File: src/rtl/lddw_sequencer.sv
// Fetch-to-execute sequencer: forwards ordinary slots through a one-entry buffer and turns
// lddw slot pairs into a single 64-bit register-file write. Optional: LDDW_SLOT2_CHECK_EN.
module lddw_sequencer #(
  parameter logic [7:0]  LDDW_OPCODE = 8'h18,
  parameter int unsigned NUM_REGS    = 11
) (
  input  logic        clk,
  input  logic        rst_n,
  input  logic        instr_valid_i,
  input  logic [63:0] instr_i,
  output logic        instr_ready_o,
  input  logic        flush_i,
  output logic        exec_valid_o,
  output logic [63:0] exec_instr_o,
  input  logic        exec_ready_i,
  output logic        rf_wr_en_o,
  output logic [3:0]  rf_wr_addr_o,
  output logic [63:0] rf_wr_data_o,
  output logic        busy_o,
  output logic        illegal_o
);

  typedef enum logic [1:0] {StIdle, StWaitHi, StWrite} state_e;

  state_e      state_q, state_d;
  logic        exec_valid_q, exec_valid_d;
  logic [63:0] exec_instr_q, exec_instr_d;
  logic [3:0]  dst_q, dst_d;
  logic [31:0] imm_lo_q, imm_lo_d;
  logic        rf_wr_en_q, rf_wr_en_d;
  logic [3:0]  rf_wr_addr_q, rf_wr_addr_d;
  logic [63:0] rf_wr_data_q, rf_wr_data_d;
  logic        illegal_q, illegal_d;

  logic buf_free, accept, is_lddw, dst_legal, slot2_ok;

  assign buf_free  = !exec_valid_q || exec_ready_i;
  assign is_lddw   = (instr_i[7:0] == LDDW_OPCODE);
  assign dst_legal = (32'(dst_q) < NUM_REGS);

`ifdef LDDW_SLOT2_CHECK_EN
  assign slot2_ok = (instr_i[31:0] == 32'h0);
`else
  assign slot2_ok = 1'b1;
`endif

  always_comb begin
    instr_ready_o = 1'b0;
    if (!flush_i) begin
      unique case (state_q)
        StIdle:   instr_ready_o = buf_free;
        StWaitHi: instr_ready_o = 1'b1;
        default:  instr_ready_o = 1'b0;
      endcase
    end
  end

  assign accept = instr_valid_i && instr_ready_o;

  always_comb begin
    state_d      = state_q;
    exec_valid_d = exec_valid_q;
    exec_instr_d = exec_instr_q;
    dst_d        = dst_q;
    imm_lo_d     = imm_lo_q;
    rf_wr_en_d   = 1'b0;
    rf_wr_addr_d = rf_wr_addr_q;
    rf_wr_data_d = rf_wr_data_q;
    illegal_d    = 1'b0;

    if (exec_valid_q && exec_ready_i) exec_valid_d = 1'b0;

    unique case (state_q)
      StIdle: begin
        if (accept) begin
          if (is_lddw) begin
            dst_d    = instr_i[11:8];
            imm_lo_d = instr_i[63:32];
            state_d  = StWaitHi;
          end else begin
            exec_valid_d = 1'b1;
            exec_instr_d = instr_i;
          end
        end
      end
      StWaitHi: begin
        // Slot 2 is always swallowed; the write strobe is registered so it lands in StWrite.
        if (accept) begin
          rf_wr_en_d   = dst_legal && slot2_ok;
          illegal_d    = !(dst_legal && slot2_ok);
          rf_wr_addr_d = dst_q;
          rf_wr_data_d = {instr_i[63:32], imm_lo_q};
          state_d      = StWrite;
        end
      end
      default: state_d = StIdle;
    endcase

    // A write already in StWrite completes; an open pair is abandoned.
    if (flush_i) begin
      exec_valid_d = 1'b0;
      state_d      = StIdle;
    end
  end

  always_ff @(posedge clk or negedge rst_n) begin
    if (!rst_n) begin
      state_q      <= StIdle;
      exec_valid_q <= 1'b0;
      exec_instr_q <= 64'h0;
      dst_q        <= 4'h0;
      imm_lo_q     <= 32'h0;
      rf_wr_en_q   <= 1'b0;
      rf_wr_addr_q <= 4'h0;
      rf_wr_data_q <= 64'h0;
      illegal_q    <= 1'b0;
    end else begin
      state_q      <= state_d;
      exec_valid_q <= exec_valid_d;
      exec_instr_q <= exec_instr_d;
      dst_q        <= dst_d;
      imm_lo_q     <= imm_lo_d;
      rf_wr_en_q   <= rf_wr_en_d;
      rf_wr_addr_q <= rf_wr_addr_d;
      rf_wr_data_q <= rf_wr_data_d;
      illegal_q    <= illegal_d;
    end
  end

  assign exec_valid_o = exec_valid_q;
  assign exec_instr_o = exec_instr_q;
  assign rf_wr_en_o   = rf_wr_en_q;
  assign rf_wr_addr_o = rf_wr_addr_q;
  assign rf_wr_data_o = rf_wr_data_q;
  assign illegal_o    = illegal_q;
  assign busy_o       = (state_q != StIdle);

endmodule

File: config.mk
export PLATFORM = sky130hd
export DESIGN_NAME = lddw_sequencer
export DESIGN_NICKNAME = d
export VERILOG_FILES = /design/src/rtl/lddw_sequencer.sv
export SDC_FILE = /design/constraint.sdc
export NUM_CORES = 1
export LEC_CHECK = 0
export CAP_MARGIN = 20
export CORE_MARGIN = 3
export CORE_UTILIZATION = 46
export DETAILED_ROUTE_END_ITERATION = 7
export PLACE_DENSITY = 0.81
export SLEW_MARGIN = 15
export SYNTH_ARGS = -nofsm -noshare
export SYNTH_HDL_FRONTEND = slang
export SYNTH_SLANG_ARGS = --single-unit
File: constraint.sdc
create_clock -name clk -period 2 [get_ports clk]
set_input_delay 0.6 -clock clk [delete_from_list [all_inputs] [get_ports clk]]
set_output_delay 0.6 -clock clk [all_outputs]
set_load 0.01 [all_outputs]
==> results.cfg <==
[logic_synthesis]
synth_nets = 590
synthDominantAreaCellType = sky130_fd_sc_hd__dfrtp_1
synthesis.instances = 521
netlist-cell-type-count = 27
synth.yosys.seq_area_share_pct = 66.0
synth_area_leaders = sky130_fd_sc_hd__dfrtp_1 (66%), sky130_fd_sc_hd__nand2_1 (12%), sky130_fd_sc_hd__mux2_2 (11%)
synth.yosys.warnings = 0
synth_top_area_share_pct = 66.0
postSynth.topFlopCell = sky130_fd_sc_hd__dfrtp_1
syn-cell-area_sq_um = 6560
synth_area_per_cell_sq_um = 12.6
ys_seq_elements = 173
synth_enable_flop_cells = 0
ys_async_sr_fraction_pct = 100

[critical_path]
reg2reg_slack_ns = 0.20
critPathMaxFanout = 20
r2r-end = exec_instr_o[20]
cp_slowest_cell = sky130_fd_sc_hd__clkdlybuf4s50_1
critPathArrivalTime_ns = 2.27
worst-endpoint-required_ns = 2.30
path_class = input port to register
path_cells = clkdlybuf4s50_1 -> nor4b_4 -> nand2_2 -> nand2_2 -> buf_12 -> mux2_2
path_common_cell = sky130_fd_sc_hd__nand2_2
r2r_cells = 7
critical-path-max-stage-delay_ns = 0.46
r2r-start = state_q[1]
endpoint_kind = register
setup.worst_path.end = exec_instr_o[51]
critical_path.startpoint = instr_i[1]
critical_path.startpoint_type = input port

[sta]
finalHoldViolations = 0
timing.fmax_ghz = 0.508
max_slew_margin_pct = 68.8
timing.final.crit_share_pct = 98.5
final.setup.worst_slack_ns = 0.0301
final.min_clock_period_ns = 1.97
setup_total_negative_slack_ns = 0
maxSlewViolCount = 0
timing.clock.skew_ns = 0.00943
worst_slew_pin_slew_ns = 0.468
unrepaired_setup_endpoints_after_global_routing = false
setup_viol = 0

[grt]
grt-ovfl-total = 0
global_route.usage.total_pct = 21.3
first_pass_grt_wire_length_mm = 26.6
vias_in_the_first_global_route = 5168
grt_start_max_net_pins = 46
grt_antenna_before_repair = 0

[clocking]
cts.clk_slew.worst_paths_ns = 0.07
post_cts_hold_buffer_count = 0
cts-buffers-inserted = 17
cts_sinks = 173
worst_skew_late_latency_ns = 0.42
htreeDepth = 4
ctsLongestPathBuffers = 2
cts_tree = built
clock_tree.root_cell = sky130_fd_sc_hd__clkbuf_16

[power_and_ir_drop]
powerDensity_nw_per_um2 = 884
power.leakage_nw = 4.86
peakVddDrop_uv = 637

[place]
post-place-ws_ns = -0.440
number_of_port_buffers = 205
placedCellCount = 907
replace_congestion = 0.761
hpwlAfterDp_mm = 11.4

[die]
width_of_the_die_um = 125
core_area_sq_um = 13900
dieHeight_um = 125
pin_count = 206
rows = 43
floorplan.initialDensity_pct = 47.1
floorplan.die_area_sq_um = 15700

[route]
detailedRoute.firstIterationViolations = 180
vias = 4687
viasPerCell = 4.99
antenna_left = 0
remaining_routing_drc_violations = 0
drt-wirelength-per-cell_um = 17.0
detail_route.first_pass.iterations = 4
drt-total-wl_mm = 16.0

[layout]
nNetsFinal = 817
areaGrowthSynthToFinish_pct = 48.5
antenna_cells = 0
instances_no_fill = 940
final_layout_size_suffix_gt1_share_pct = 18.2

[status]
status = complete, no violations

[flow_run]
max-cap-violations = 0

[hold_path]
hold_path_class = input port to asynchronous set/reset pin
-- cell type report --
cell class | instances | area (sq um)
sequential | 173 | 4330
fill | 942 | 4190
timing repair buffer | 231 | 2430
multi-input combinational | 323 | 2090
clock buffer | 21 | 470
tap | 180 | 225
clock inverter | 10 | 185
inverter | 2 | 7.51
-- state kept, by name, indices dropped and copies added, names as in the netlist --
register / flops
state_q: 2
imm_lo_q: 32
rf_wr_addr_o: 4
rf_wr_data_o: 64
exec_instr_o: 64
dst_q: 4
exec_valid_o: 1
illegal_o: 1
rf_wr_en_o: 1
-- per-layer routing --
layer | up-vias | track usage (%) | routed length, um
met5 | - | 0 | 0
met4 | 0 | 6.63 | 193
met3 | 17 | 8.76 | 1400
met2 | 157 | 37.2 | 8430
met1 | 2361 | 23.6 | 6000
li1 | 2152 | - | -
-- power breakdown --
group / leakage, nW / switching [W] / total (W) / internal (W)
sequential: 2.27 / 0.000129 / 0.00387 / 0.00374
clock: 0.320 / 0.00129 / 0.00360 / 0.00231
combinational: 2.27 / 0.000440 / 0.00115 / 0.000705
-- synthesized netlist by cell type, types with 2 or more instances --
master                       n
sky130_fd_sc_hd__buf_4       4
sky130_fd_sc_hd__nor4b_4     2
sky130_fd_sc_hd__mux2_1     32
sky130_fd_sc_hd__a21oi_1     2
sky130_fd_sc_hd__nor2_1      2
sky130_fd_sc_hd__buf_2       3
sky130_fd_sc_hd__o21a_1      2
sky130_fd_sc_hd__mux2_2     67
sky130_fd_sc_hd__dfrtp_1   173
sky130_fd_sc_hd__nand2_1   203
sky130_fd_sc_hd__clkbuf_1   11
sky130_fd_sc_hd__buf_6       5
-- cells by family after synthesis --
group / synth area share, %
and+or+nand+nor: 14.0
AOI/OAI and AO/OA: 0.724
buffers and inverters: 2.29
DFF: 66.0
muxes: 17.0
-- critical path, delay by kind of cell --
| family | cells | cell delay [ns] |
|---|---|---|
| AND/OR/NAND/NOR | 3 | 0.64 |
| multiplexers | 1 | 0.36 |
| buffers and inverters | 2 | 0.64 |
-- layout by cell type, fill, tap and decap left out, types with 3 or more instances in the layout --
master	Yosys	routed
sky130_fd_sc_hd__buf_12	0	13
sky130_fd_sc_hd__buf_4	4	13
sky130_fd_sc_hd__bufinv_16	0	5
sky130_fd_sc_hd__clkbuf_16	0	17
sky130_fd_sc_hd__clkbuf_8	0	3
sky130_fd_sc_hd__clkdlybuf4s50_1	0	188
sky130_fd_sc_hd__dfrtp_1	173	173
sky130_fd_sc_hd__dlymetal6s2s_1	0	13
sky130_fd_sc_hd__mux2_1	32	32
sky130_fd_sc_hd__mux2_2	67	67
sky130_fd_sc_hd__nand2_1	203	202
-- timing repair --
item	4_1_cts	5_1_grt
resized for setup	8	14
setup endpoints to repair	2	14
setup buffers	2	0
-- metrics by stage --
step / total power (W) / hold slack (ns) / util (%) / area [sq um]
after floorplan: 0.00429 / 0.304 / - / 6560
after global placement: 0.00505 / 0.440 / 64.9 / 9040
after detailed placement: 0.00509 / 0.453 / 64.9 / 9040
after CTS: 0.00871 / 0.113 / 69.7 / 9720
after global routing: 0.00897 / 0.116 / 69.9 / 9740
final: 0.00862 / 0.108 / 69.9 / 9740
-- how the worst min path moves through the flow --
stage / endpoint / slack, ns / depth (start not counted) / from
final: exec_instr_o[0] / 0.11 / 1 / rst_n
after detailed placement: rf_wr_data_o[25] / 0.45 / 2 / imm_lo_q[25]
after global placement: rf_wr_data_o[12] / 0.44 / 2 / imm_lo_q[12]
after CTS: exec_instr_o[0] / 0.11 / 1 / rst_n
after global routing: exec_instr_o[7] / 0.12 / 1 / rst_n
after floorplan: dst_q[0] / 0.30 / 0 / rst_n
Power figures use the tool's default switching activity.
